**src/rtl/btn_pkg.sv**
```systemverilog
// Shared encodings and default timing for the button event decoder.
// State codes are 3-bit so they fit a compact one-register FSM.
package btn_pkg;

   localparam int unsigned DEF_CNT_W  = 24;
   localparam int unsigned DEF_LONG   = 12_000_000;
   localparam int unsigned DEF_DCLICK = 3_000_000;

   typedef logic [2:0] state_t;

   localparam state_t S_IDLE   = 3'd0;
   localparam state_t S_PRESS1 = 3'd1;
   localparam state_t S_LONG   = 3'd2;
   localparam state_t S_WAIT2  = 3'd3;
   localparam state_t S_PRESS2 = 3'd4;

endpackage

```
**src/rtl/button_events_if.sv**
```systemverilog
// Button level in, event strobes and held level out.
// slave is the decoder side, master is the button/consumer side.
interface button_events_if;

   logic clean_in;
   logic press_pulse;
   logic release_pulse;
   logic short_click;
   logic double_click;
   logic long_press;
   logic held;

   modport slave (
      input  clean_in,
      output press_pulse,
      output release_pulse,
      output short_click,
      output double_click,
      output long_press,
      output held
   );

   modport master (
      output clean_in,
      input  press_pulse,
      input  release_pulse,
      input  short_click,
      input  double_click,
      input  long_press,
      input  held
   );

endinterface

```
**src/rtl/button_events_edge_det.sv**
```systemverilog
// Rise/fall detector on the clean button level, plus the held copy.
// prev follows the input even in reset so a held button is not a press.
module edge_det (
   input  logic clk,
   input  logic rst,
   input  logic d,
   output logic rise,
   output logic fall,
   output logic held
);

   logic prev;

   always_ff @(posedge clk) begin
      prev <= d;
      if (rst) begin
         held <= 1'b0;
      end else begin
         held <= d;
      end
   end

   assign rise = d & ~prev;
   assign fall = ~d & prev;

endmodule

```
**src/rtl/button_events.sv**
```systemverilog
// Click / double-click / long-press decoder with a saturating timer.
// All strobes are registered and last exactly one cycle.
module button_events
   import btn_pkg::*;
#(
   parameter int unsigned CNT_W         = DEF_CNT_W,
   parameter int unsigned LONG_CYCLES   = DEF_LONG,
   parameter int unsigned DCLICK_CYCLES = DEF_DCLICK
) (
   input  logic             clk,
   input  logic             rst,
   button_events_if.slave   bus
);

   localparam logic [CNT_W-1:0] LONG_END = CNT_W'(LONG_CYCLES - 1);
   localparam logic [CNT_W-1:0] DCLK_END = CNT_W'(DCLICK_CYCLES - 1);

   logic             rise;
   logic             fall;
   logic             held_q;
   state_t           state;
   state_t           state_nx;
   logic [CNT_W-1:0] timer;
   logic [CNT_W-1:0] timer_nx;
   logic [CNT_W-1:0] timer_inc;
   logic             short_nx;
   logic             dbl_nx;
   logic             long_nx;
   logic             press_q;
   logic             release_q;
   logic             short_q;
   logic             dbl_q;
   logic             long_q;

   edge_det u_edge (
      .clk  (clk),
      .rst  (rst),
      .d    (bus.clean_in),
      .rise (rise),
      .fall (fall),
      .held (held_q)
   );

   assign timer_inc = (timer == '1) ? timer : timer + CNT_W'(1);

   always_ff @(posedge clk) begin
      if (rst) begin
         state <= S_IDLE;
         timer <= '0;
      end else begin
         state <= state_nx;
         timer <= timer_nx;
      end
   end

   always_comb begin
      state_nx = state;
      timer_nx = timer_inc;
      case (state)
         S_IDLE: begin
            timer_nx = '0;
            if (rise) state_nx = S_PRESS1;
         end
         S_PRESS1: begin
            // release exactly at the long threshold is neither click nor long
            if (fall) begin
               timer_nx = '0;
               state_nx = (timer < LONG_END) ? S_WAIT2 : S_IDLE;
            end else if (timer == LONG_END) begin
               state_nx = S_LONG;
            end
         end
         S_LONG: begin
            if (fall) begin
               timer_nx = '0;
               state_nx = S_IDLE;
            end
         end
         S_WAIT2: begin
            if (rise) begin
               timer_nx = '0;
               state_nx = S_PRESS2;
            end else if (timer == DCLK_END) begin
               timer_nx = '0;
               state_nx = S_IDLE;
            end
         end
         S_PRESS2: begin
            if (fall) begin
               timer_nx = '0;
               state_nx = S_IDLE;
            end else if (timer == LONG_END) begin
               state_nx = S_LONG;
            end
         end
         default: begin
            timer_nx = '0;
            state_nx = S_IDLE;
         end
      endcase
   end

   always_comb begin
      short_nx = (state == S_WAIT2) & ~rise & (timer == DCLK_END);
      dbl_nx   = (state == S_PRESS2) & fall;
      long_nx  = ((state == S_PRESS1) | (state == S_PRESS2))
               & ~fall & (timer == LONG_END);
   end

   always_ff @(posedge clk) begin
      if (rst) begin
         press_q   <= 1'b0;
         release_q <= 1'b0;
         short_q   <= 1'b0;
         dbl_q     <= 1'b0;
         long_q    <= 1'b0;
      end else begin
         press_q   <= rise;
         release_q <= fall;
         short_q   <= short_nx;
         dbl_q     <= dbl_nx;
         long_q    <= long_nx;
      end
   end

   assign bus.press_pulse   = press_q;
   assign bus.release_pulse = release_q;
   assign bus.short_click   = short_q;
   assign bus.double_click  = dbl_q;
   assign bus.long_press    = long_q;
   assign bus.held          = held_q;

endmodule

```
**src/flat_wrapper.sv**
```systemverilog
// flat-port wrapper written by rule: the top's interface ports become plain ports
module button_events_flat import btn_pkg::*;
#(
   parameter int unsigned CNT_W         = DEF_CNT_W,
   parameter int unsigned LONG_CYCLES   = DEF_LONG,
   parameter int unsigned DCLICK_CYCLES = DEF_DCLICK
)
  (clk, rst, bus_clean_in, bus_press_pulse, bus_release_pulse, bus_short_click, bus_double_click, bus_long_press, bus_held);
  button_events_if bus_i ();
  input  logic clk;
  input  logic rst;
  input wire logic [$bits(bus_i.clean_in)-1:0] bus_clean_in;
  output wire logic [$bits(bus_i.press_pulse)-1:0] bus_press_pulse;
  output wire logic [$bits(bus_i.release_pulse)-1:0] bus_release_pulse;
  output wire logic [$bits(bus_i.short_click)-1:0] bus_short_click;
  output wire logic [$bits(bus_i.double_click)-1:0] bus_double_click;
  output wire logic [$bits(bus_i.long_press)-1:0] bus_long_press;
  output wire logic [$bits(bus_i.held)-1:0] bus_held;
  assign bus_i.clean_in = bus_clean_in;
  assign bus_press_pulse = bus_i.press_pulse;
  assign bus_release_pulse = bus_i.release_pulse;
  assign bus_short_click = bus_i.short_click;
  assign bus_double_click = bus_i.double_click;
  assign bus_long_press = bus_i.long_press;
  assign bus_held = bus_i.held;
  button_events #(.CNT_W(CNT_W), .LONG_CYCLES(LONG_CYCLES), .DCLICK_CYCLES(DCLICK_CYCLES)) u_core (.clk(clk), .rst(rst), .bus(bus_i));
endmodule
```
**config.mk**
```make
export PLATFORM = sky130hd
export DESIGN_NAME = button_events_flat
export DESIGN_NICKNAME = d
export VERILOG_FILES = /design/src/rtl/btn_pkg.sv /design/src/rtl/button_events_if.sv /design/src/rtl/button_events_edge_det.sv /design/src/rtl/button_events.sv /design/src/flat_wrapper.sv
export SDC_FILE = /design/constraint.sdc
export NUM_CORES = 1
export LEC_CHECK = 0
export ABC_AREA = 1
export BUFFER_PORTS_ARGS = -buffer_cell sky130_fd_sc_hd__clkbuf_2
export CAP_MARGIN = 0
export CORE_ASPECT_RATIO = 1.2
export CORE_MARGIN = 8
export CORE_UTILIZATION = 55
export CTS_CLUSTER_DIAMETER = 150
export DETAILED_ROUTE_END_ITERATION = 16
export GPL_ROUTABILITY_DRIVEN = 0
export PLACE_DENSITY_LB_ADDON = 0.1
export SLEW_MARGIN = 30
export SYNTH_ARGS = -nofsm -noshare
export SYNTH_HDL_FRONTEND = slang
export SYNTH_HIERARCHICAL = 1
export SYNTH_SLANG_ARGS = --single-unit
export TNS_END_PERCENT = 20
```
**constraint.sdc**
```tcl
create_clock -name clk -period 1.7 [get_ports clk]
set_clock_uncertainty 0.15 [all_clocks]
set_input_delay 0.51 -clock clk [delete_from_list [all_inputs] [get_ports clk]]
set_output_delay 0.51 -clock clk [all_outputs]
set_load 0.005 [all_outputs]
```
---- Word-level counts from Yosys, hierarchy flattened ----
Index checks and enable logic that the tools add are counted.
W data, S select, Z words.
word-level totals
  flip-flop bits (word level) ............. 34
  input bits .............................. 3
  output and inout bits ................... 6
  logic and storage cells ................. 50
operators by class
  $add $sub $neg .......................... 1
  order comparisons ....................... 1
  equal/unequal tests ..................... 10
  muxes and demuxes ....................... 14
  bitwise logic cells ..................... 12
  reductions and logical operators ........ 3
operators by type and width
  cell                     number
  $mux W24                 4
  $eq A24 B24 Y1 const B   2
  $pmux W24 S2             1
  $add A24 B1 Y24 const B  1
  $eq A24 B22 Y1 const B   1
  $lt A24 B24 Y1 const B   1
  $mux W3                  7
  $pmux W3 S5              1
  $and A1 B1 Y1            7
  $eq A3 B2 Y1 const B     2
  $ne A2 B1 Y1 const B     2
  $not A1 Y1               4
  $eq A3 B1 Y1 const B     1
  $eq A3 B3 Y1 const B     1
  $logic_not A3 Y1         1
  $ne A3 B1 Y1 const B     1
  $reduce_and A3 Y1        1
  $reduce_or A3 Y1         1
  $mux W2                  1
  $or A1 B1 Y1             1

---- Logic depth before layout (Yosys ltp) ----
Gate-level depths: netlist of the first run.
  depth in word-level cells ............... 5
  mapped depth ............................ 13
  depth with buffers taken out ............ 13

---- Hierarchy ----
The synthesis of the first run kept the hierarchy.
by module, submodules not included
  module         instances  cells an instance  area an instance (um^2)  seq. area each (um^2)
  button_events  1          285                1973.1                   640.6
  edge_det       1          7                  58.8                     40.0

---- Least setup slack after synthesis of the first run ----
OpenSTA, ideal clock, no wires.
  kind .................................... register to register
  start ................................... reg u_core.timer[0]
  end ..................................... reg u_core.timer[15]
  library setup time ...................... 119 ps
  arrival ................................. 1487 ps
  required time ........................... 1431 ps
  setup slack ............................. -56 ps
  stages on the path, launching flop included .. 12
  buffers on the path ..................... 1
  period minus slack after synthesis ...... 1756 ps
  cells stage by stage .................... dfxtp_1 > ha_1 > inv_1 > nor2_4 > nand2_1 > nor3_2 > nand2_1 > nand2_2 > nand2_2 > nand2_4 > buf_12 > nor3_2
on the way
  cells in the longest elaborated chain, start to end .. 5
  elaborated cells on any way between the ends .. 8
  classes of those cells .................. add/sub: 1; eq/ne: 2; mux: 5
ends and longest elaborated chain
  item                                                      line                 RTL
  start, declared                                           button_events.sv:23  logic [CNT_W-1:0] timer;
  start signal, assigned                                    button_events.sv:52  timer <= timer_nx;
  $add A24 B1 Y24 / $eq A24 B24 Y1 (equally long branches)  button_events.sv:44  assign timer_inc = (timer == '1) ? timer : timer + CNT_W'(1);
  $mux W24                                                  button_events.sv:44
  $mux W24                                                  button_events.sv:83  end else if (timer == DCLK_END) begin
  $mux W24                                                  button_events.sv:80  if (rise) begin
  $pmux W24 S2 (*)                                          button_events.sv:59  case (state)
Mark *: on every way between the ends. The rest lies on a longest branch, timed or not.
A chain may end at the register's enable or synchronous reset.

---- Worst setup path after layout of the first run ----
  start ................................... reg u_core.timer[1]
  end ..................................... reg u_core.timer[22]
Same word-level chain as after synthesis.

==> impl_metrics.csv, run 1 <==
group,metric,value,unit
status,outcome,"complete, but fails checks",
status,violations,"negative setup slack",
timing,maxSlewViolCount,0,
die,io_pins,9,
layout,area_delta_synth_final,32.2,%
grt,grt_max_degree,13,
timing,period_share,105,%
place,place_hpwl,4190,µm
die,die_x,71.5,µm
yosys,yosysSeqAreaShare,33.5,%
layout,nNetsFinal,356,
detailed_routing,avgRoutedWirePerCell,14.4,µm
timing,worst_pin_slew,0.438,ns
die,die_y,82.6,µm
power_and_ir_drop,vdd_ir_drop_max,0.000541,V
flow_run,cap_violations,0,
timing,period_minus_slack,1.78,ns
grt,grt_overflow,0,
clock_network,path_clk_slew,0.07,ns
power_and_ir_drop,powerDensity,552,nW/µm²
critical_path,worstPathMaxFanout,5,
yosys,synth_cell_type_count,31,
layout,drive_gt1_share,37.6,%
critical_path,setup.worst_path.start,"u_core/timer[1]",
critical_path,cp.required,1.78,ns
die,fp.dieArea,5900,µm²
grt,antenna_found_initial,0,
yosys,yosys_register_bits,34,
hold_path,min_from,"bus_clean_in",
yosys,yosys_warnings,6,
power_and_ir_drop,p_clk_share,40.4,%
critical_path,crit_type,"reg -> reg",
detailed_routing,ant_nets,0,
layout,layout_commonest_cell,"nand2_1",
power_and_ir_drop,pwr-share-comb,5.0,%
power_and_ir_drop,p_switching,0.338,mW
grt,grt_pass1_vias,2098,
timing,fmax,563,MHz
clock_network,cts_buffers,5,
clock_network,clockRootBuffer,"clkbuf_8",
critical_path,r2r_start,"u_core/timer[1]",
yosys,avgSynthCellArea,6.96,µm²
yosys,async_flop_share,0,%
power_and_ir_drop,p_seq_share,54.6,%
detailed_routing,drc,0,
die,start_util,56.4,%
power_and_ir_drop,internal_power,1.15,mW
power_and_ir_drop,total_power,1.48,mW
clock_network,h-tree-depth,2,
timing,setup_ws,-0.0766,ns
detailed_routing,firstDrtPassIters,4,
yosys,syn_nets,296,
critical_path,cp.arrival,1.86,ns
clock_network,cts_tree,"built",
timing,hold_viol,0,
yosys,synth_area,2030,µm²
power_and_ir_drop,swShare,22.8,%
clock_network,cts.sinks,34,
yosys,synth-edff-count,0,
timing,hold_ws,0.204,ns
grt,grt_pass1_wl,9160,µm
critical_path,start_kind,"register",
clock_network,insertion_delay,0.29,ns
power_and_ir_drop,leakage,1.11,nW
layout,diodes,0,
timing,rsz0062_at_grt,"yes",
detailed_routing,num_vias,2121,
timing,slew_headroom,70.6,%
die,coreArea,3600,µm²
place,io_buffers,8,
die,fp-row-count,24,
grt,grt.total_usage,19.9,%
timing,setup_viol,21,
hold_path,hold_path.class,"in -> reg",
yosys,synth_top_flop_cell,"dfxtp_1",
clock_network,clockBufferDepth,2,
clock_network,hold_buffers,0,
critical_path,crit_path_end_kind,"register",
detailed_routing,drt_iter0_markers,130,
yosys,syn_inst,292,
layout,most-common-layout-cells,"nand2_1 (49), inv_1 (43), buf_4 (43)",
detailed_routing,routed_wl,5610,µm
detailed_routing,via_per_inst,5.44,
[through the flow]
| step | instances | cell area [µm²] | setup TNS [ns] | util (%) | worst slack (ns) |
|---|---|---|---|---|---|
| floorplan | 292 | 2040 | 0 | - | 0.00762 |
| global placement | 378 | 2440 | -0.743 | 67.6 | -0.117 |
| detailed placement | 378 | 2440 | -1.65 | 67.6 | -0.124 |
| CTS | 386 | 2580 | -0.664 | 71.7 | -0.123 |
| global route | 390 | 2690 | -3.86 | 74.5 | -0.187 |
| finish | 390 | 2690 | -0.517 | 74.5 | -0.0766 |
[registers in the layout (all words and copies together) (netlist names)]
register / count
u_core/bus.double_click: 1
u_core/bus.long_press: 1
u_core/bus.press_pulse: 1
u_core/bus.release_pulse: 1
u_core/bus.short_click: 1
u_core/state: 3
u_core/timer: 24
u_core/u_edge/held: 1
u_core/u_edge/prev: 1
[synthesized netlist by cell type (4+ instances only)]
cell type  number  area share [%]
nand2_1        53             9.8
inv_1          45             8.3
nor2_1         40             7.4
dfxtp_1        34              33
nor3_1         20             4.9
nand3_1        17             4.2
a21oi_1        12             3.0
nand4_1        11             3.4
nand2_2         9             2.8
nor3_2          8             3.9
nor2_2          7             2.2
nor2_4          5             2.8
o21ai_0         4            0.99
[worst max-delay path, stage by stage (launching register included)]
cell and delay, ns:
dfxtp_2 0.35, ha_4 0.15, inv_4 0.04, nor2_4 0.12, nand2_4 0.09, nor2_4 0.17
nand2_2 0.11, nor2_4 0.15, nor2_4 0.05, nand2_2 0.09, nor2_4 0.05, nand2_2 0.06
nand2_2 0.05, nor2_2 0.08
[power groups by stage]
stage / logic, mW / clock network, mW / registers, mW
5_1_grt: 0.0837 / 0.647 / 0.810
4_1_cts: 0.0716 / 0.610 / 0.810
3_5_place_dp: 0.0715 / 0 / 0.828
6_report: 0.0749 / 0.599 / 0.810
2_1_floorplan: 0.0442 / 0 / 0.827
3_3_place_gp: 0.0704 / 0 / 0.828
[cell type report]
class                   instances  area [µm²]
multi-input cells             208        1250
fillers                       296         917
flip-flops and latches         34         689
repair buffers                 55         425
inverters                      48         188
clock buffers                   6        82.6
well taps                      39        48.8
[routing by layer]
metal | global-route usage (%) | wire length [µm] | vias to the layer above
met4 | 10.0 | 197 | 0
li1 | - | - | 1061
met5 | 0 | 0 | -
met3 | 4.23 | 205 | 17
met2 | 37.5 | 2970 | 55
met1 | 20.5 | 2240 | 988
[kinds of logic (layout without fill, tap and decap cells)]
group / Yosys count / after routing / synth area share, %
xor+xnor: 3 / 3 / 1.29
compound gates: 24 / 24 / 7.14
flops: 34 / 34 / 33.5
fa+ha+maj: 1 / 1 / 0.616
simple gates: 180 / 180 / 47.2
buf+inv: 50 / 109 / 10.3
[final timing paths]
| check | endpoint | slack, ns | depth (start not counted) |
|---|---|---|---|
| worst min register to register | u_core/timer[22] | 0.37 | 2 |
| worst max register to register | u_core/timer[22] | -0.08 | 13 |
| worst max-delay path | u_core/timer[22] | -0.08 | 13 |
| worst min-delay path | u_core/u_edge/prev | 0.20 | 1 |
[repair_timing]
action                                  CTS  global route
pin swaps                                16            17
gates resized for setup                  14            22
endpoints found under the setup margin   26            28
setup buffers                             2             4
cloned                                    0             0
endpoints found under the hold margin     0             0
(Power assumes the default switching activity.)
==> run 2, diff against run 1 <==
Settings changed: ABC_AREA 1 to not set, CORE_UTILIZATION 55 to 54.
==> impl_metrics.csv, run 2 <==
group,metric,value,unit
timing,maxSlewViolCount,0,
clock_network,cts.sinks,34,
status,violations,"negative setup slack",
yosys,yosys_warnings,6,
die,die_y,78.7,µm
timing,setup_ws,-0.477,ns
layout,drive_gt1_share,44.6,%
clock_network,path_clk_slew,0.07,ns
grt,antenna_found_initial,0,
die,coreArea,3250,µm²
detailed_routing,firstDrtPassIters,4,
power_and_ir_drop,vdd_ir_drop_max,0.000843,V
yosys,synth_area,1770,µm²
clock_network,clockRootBuffer,"clkbuf_8",
critical_path,slowest_stage,"or4b_1",
status,outcome,"complete, but fails checks",
yosys,synth-edff-count,0,
critical_path,path_cells,"or3b_4 -> or4b_1 -> or4_4 -> nor4b_4",
critical_path,cp.required,1.75,ns
layout,largest_reg_flops,24,
clock_network,h-tree-depth,2,
yosys,synthTopCellsByArea,"dfxtp_1 (38%), xnor2_1 (6.9%), nor2_1 (5.1%), a21oi_1 (4.2%), nand4_1 (4.2%)",
timing,worst_pin_slew,0.417,ns
hold_path,hold_path.class,"in -> reg",
timing,fmax,459,MHz
layout,largest_register,"u_core/timer",
timing,setup_viol,29,
yosys,synth.most_common_cell,"dfxtp_1",
die,io_pins,9,
grt,grt-busiest-layer,"met2",
timing,rsz0062_at_grt,"yes",
clock_network,cts_buffers,5,
timing,period_share,128,%
yosys,synth_top_area_share,38.4,%
grt,grt_max_degree,11,
grt,grt_pass1_wl,8780,µm
yosys,syn_inst,204,
place,place_hpwl,3970,µm
power_and_ir_drop,total_power,1.53,mW
layout,layout_commonest_cell,"buf_4",
power_and_ir_drop,leakage,1.00,nW
critical_path,max_stage_delay,0.51,ns
yosys,synth_top_flop_cell,"dfxtp_1",
grt,grt_overflow,0,
flow_run,cap_violations,0,
detailed_routing,routed_wl,5700,µm
die,die_x,68.3,µm
yosys,async_flop_share,0,%
critical_path,crit_type,"reg -> reg",
detailed_routing,drc,0,
layout,most-common-layout-cells,"buf_4 (73), dfxtp_1 (24), nor2_1 (22)",
critical_path,crit_path_end_kind,"register",
die,fp-row-count,23,
yosys,avgSynthCellArea,8.68,µm²
hold_path,min_from,"bus_clean_in",
place,pre_cts_ws,-0.443,ns
critical_path,start_kind,"register",
layout,top_regs,"u_core/timer (24), u_core/state (3)",
detailed_routing,avgRoutedWirePerCell,17.6,µm
place,io_buffers,8,
yosys,yosys_register_bits,34,
power_and_ir_drop,powerDensity,584,nW/µm²
yosys,synth_cell_type_count,42,
grt,grt_pass1_vias,1866,
critical_path,worstSetupPathDepth,4,
timing,hold_viol,0,
clock_network,cts_tree,"built",
critical_path,worstPathMaxFanout,3,
detailed_routing,drt_iter0_markers,148,
timing,period_minus_slack,2.18,ns
die,fp.dieArea,5370,µm²
yosys,synthTopCellsByCount,"dfxtp_1 (34), nor2_1 (24), a21oi_1 (15), xnor2_1 (14)",
critical_path,cp.arrival,2.22,ns
grt,grt_util_met1,23.1,%
timing,slew_headroom,71.8,%
critical_path,path_buf_inv,0,
clock_network,hold_buffers,0,
detailed_routing,num_vias,1940,
grt,use_met2,35.8,%
critical_path,rr_worst_depth,4,
critical_path,setup.worst_path.start,"u_core/timer[22]",
hold_path,min_path_cells,2,
yosys,syn_nets,208,
detailed_routing,via_per_inst,5.99,
yosys,yosysSeqAreaShare,38.4,%
detailed_routing,ant_nets,0,
die,start_util,54.4,%
critical_path,r2r_start,"u_core/timer[22]",
layout,area_delta_synth_final,47.8,%
critical_path,cp_top_family,"simple AND/OR/NAND/NOR gates",
layout,diodes,0,
grt,grt.total_usage,21.2,%
layout,nNetsFinal,290,
clock_network,clockBufferDepth,2,
grt,grt_use_met3,4.36,%
yosys,post-synth-top-area-cell,"dfxtp_1",
clock_network,insertion_delay,0.29,ns
run 2: cell count changes after synthesis, sizes merged, moves of 4 or more:
cell    previous run  this run
nand2             63        12
inv               48         2
nor2              52        24
nor3              30         6
xnor2              1        14
nand3             20        10
buf                1        10
nor4               1         6
or3                0         5
nor2b              0         4
o211ai             0         4
run 2: cells by family (layout without fill, tap and decap cells):
logic type	after synthesis	count (layout)	share of synthesized area, %
buf+inv	14	97	4.88
compound gates	38	38	14.3
xor+xnor	19	19	9.40
fa+ha+maj	1	1	0.707
simple gates	98	98	32.3
flops	34	34	38.4
run 2: power breakdown:
group          switching (mW)  internal (mW)
Clock                   0.289          0.326
Combinational          0.0510         0.0497
Sequential             0.0102          0.803
Total                   0.350           1.18
run 2: area by class of cell:
type	instances	area (µm²)
repair buffers	87	656
clock buffers	7	86.3
multi-input cells	156	1120
well taps	37	46.3
clock inverters	1	5.00
inverters	2	7.51
fillers	208	634
flip-flops and latches	34	698
run 2: stage by stage:
step	TNS (ns)	area (µm²)	util, %	hold WS (ns)	std cells
after floorplan	-8.53	1800	-	0.321	204
after global placement	-8.32	2330	71.7	0.342	308
after detailed placement	-9.09	2330	71.7	0.355	308
after CTS	-8.81	2530	77.9	0.291	323
after global routing	-12.10	2620	80.5	0.306	324
final	-10.24	2620	80.5	0.296	324
run 2: path summary, 6_finish.rpt:
| kind | to | slack [ns] |
|---|---|---|
| max | u_core/bus.long_press | -0.48 |
| min | u_core/u_edge/prev | 0.30 |
| max reg2reg | u_core/bus.long_press | -0.48 |
| min reg2reg | u_core/timer[1] | 0.34 |
run 2: worst register-to-register path, cell delays in order, from the launching register on:
cell	delay [ns]
dfxtp_2	0.32
or3b_4	0.40
or4b_1	0.51
or4_4	0.47
nor4b_4	0.24
run 2: what timing repair did:
action,CTS,global route
buffers inserted,5,1
pin swaps,13,3
cloned,2,0
setup endpoints to repair,29,29
resized for setup,19,19
run 2: per-layer routing:
layer	wire, µm	part of all wire (%)	vias to the layer above
li1	-	-	917
met1	2080	36	897
met2	2930	51	97
met3	393	6.9	29
met4	291	5.1	0
met5	0	0	-
==> run 3, diff against run 2 <==
Settings changed: PLACE_DENSITY set to 0.74, PLACE_DENSITY_LB_ADDON 0.1 to not set.
==> impl_metrics.csv, run 3 (synthesis results as in run 2) <==
group,metric,value,unit
status,outcome,"complete, but fails checks",
status,violations,"negative setup slack",
detailed_routing,routed_wl,5310,µm
clock_network,cts_tree,"built",
detailed_routing,drc,0,
detailed_routing,num_vias,1914,
timing,fmax,471,MHz
grt,grt_pass1_wl,8440,µm
layout,fin_cells,318,
layout,diodes,0,
detailed_routing,via_per_inst,6.02,
layout,most-common-layout-cells,"buf_4 (70), nor2_1 (23), dfxtp_1 (23)",
timing,slew_headroom,73.3,%
layout,drive_gt1_share,42.7,%
power_and_ir_drop,powerDensity,599,nW/µm²
layout,largest_register,"u_core/timer",
critical_path,cp.required,1.75,ns
layout,area_delta_synth_final,43.3,%
detailed_routing,avgRoutedWirePerCell,16.7,µm
grt,grt_max_degree,19,
timing,setup_viol,29,
timing,maxSlewViolCount,0,
timing,hold_ws,0.310,ns
critical_path,slowest_stage,"or4b_1",
clock_network,cts.sinks,34,
detailed_routing,drt_iter0_markers,223,
grt,grt.total_usage,20.1,%
clock_network,path_clk_slew,0.07,ns
die,start_util,54.4,%
power_and_ir_drop,leakage,0.963,nW
die,fp-row-count,23,
critical_path,start_kind,"register",
critical_path,path_cells,"or3b_4 -> or4b_1 -> or4_4 -> nor4b_2",
place,place_hpwl,3850,µm
timing,timing.setup.tns,-9.18,ns
layout,top_regs,"u_core/timer (24), u_core/state (3)",
clock_network,clockBufferDepth,2,
timing,rsz0062_at_grt,"yes",
power_and_ir_drop,total_power,1.52,mW
die,fp.dieArea,5370,µm²
die,die_y,78.7,µm
critical_path,worstPathMaxFanout,3,
detailed_routing,ant_nets,0,
hold_path,hold_path.class,"in -> reg",
place,postPlaceCellArea,2320,µm²
clock_network,clockRootBuffer,"clkbuf_8",
die,io_pins,9,
flow_run,cap_violations,0,
clock_network,cts_buffers,5,
clock_network,h-tree-depth,2,
grt,antenna_found_initial,0,
layout,layout_commonest_cell,"buf_4",
place,placed_cells,305,
power_and_ir_drop,vdd_ir_drop_max,0.000786,V
die,coreArea,3250,µm²
clock_network,insertion_delay,0.29,ns
layout,fillers,219,
timing,worst_pin_slew,0.400,ns
timing,period_minus_slack,2.12,ns
timing,hold_viol,0,
place,io_buffers,8,
die,die_x,68.3,µm
critical_path,max_stage_delay,0.50,ns
critical_path,crit_type,"reg -> reg",
layout,final_area,2540,µm²
timing,period_share,125,%
grt,grt_pass1_vias,1908,
layout,nNetsFinal,284,
grt,grt_overflow,0,
timing,setup_ws,-0.425,ns
layout,largest_reg_flops,24,
detailed_routing,firstDrtPassIters,4,
critical_path,crit_path_end_kind,"register",
critical_path,cp.arrival,2.17,ns
run 3: final timing paths:
| kind | start | end | slack (ns) | depth (start not counted) |
|---|---|---|---|---|
| setup / recovery | u_core/timer[22] | u_core/bus.long_press | -0.42 | 4 |
| hold / removal | bus_clean_in | u_core/u_edge/prev | 0.31 | 2 |
| setup reg to reg | u_core/timer[22] | u_core/bus.long_press | -0.42 | 4 |
| hold reg to reg | u_core/timer[21] | u_core/timer[21] | 0.38 | 2 |
run 3: cell type report:
cell class	instances	area [µm²]	share of cell area [%]
repair buffers	81	608	24.0
flip-flops and latches	34	694	27.4
clock buffers	7	86.3	3.40
inverters	2	7.51	0.296
multi-input cells	156	1090	42.9
well taps	37	46.3	1.82
clock inverters	1	5.00	0.197
run 3: per-layer routing:
metal / track usage [%] / wire length, µm
met4: 10.5 / 155
met5: 0 / 0
met3: 4.36 / 306
met1: 20.7 / 1990
met2: 36.1 / 2860
run 3: through the flow:
stage               worst slack, ns  utilization (%)
floorplan                    -0.368                -
global placement             -0.434             71.4
detailed placement           -0.488             71.4
CTS                          -0.406             75.7
global route                 -0.486             78.0
finish                       -0.425             78.0
run 3: repair_timing:
item	in CTS	in global routing
hold buffers	0	0
pin swaps	7	10
gates resized for setup	10	18
setup endpoints to repair	29	29
gates cloned	0	0
endpoints found under the hold margin	0	0
buffers inserted	2	3
run 3: where the power goes:
group	internal [mW]	switching, mW	total (mW)
clock network	0.327	0.295	0.622
registers	0.805	0.0102	0.816
logic	0.0397	0.0437	0.0834
run 3: critical path, delay by kind of cell (launching register included):
kind | cells | cell delay (ns)
flops | 1 | 0.32
simple gates | 4 | 1.57
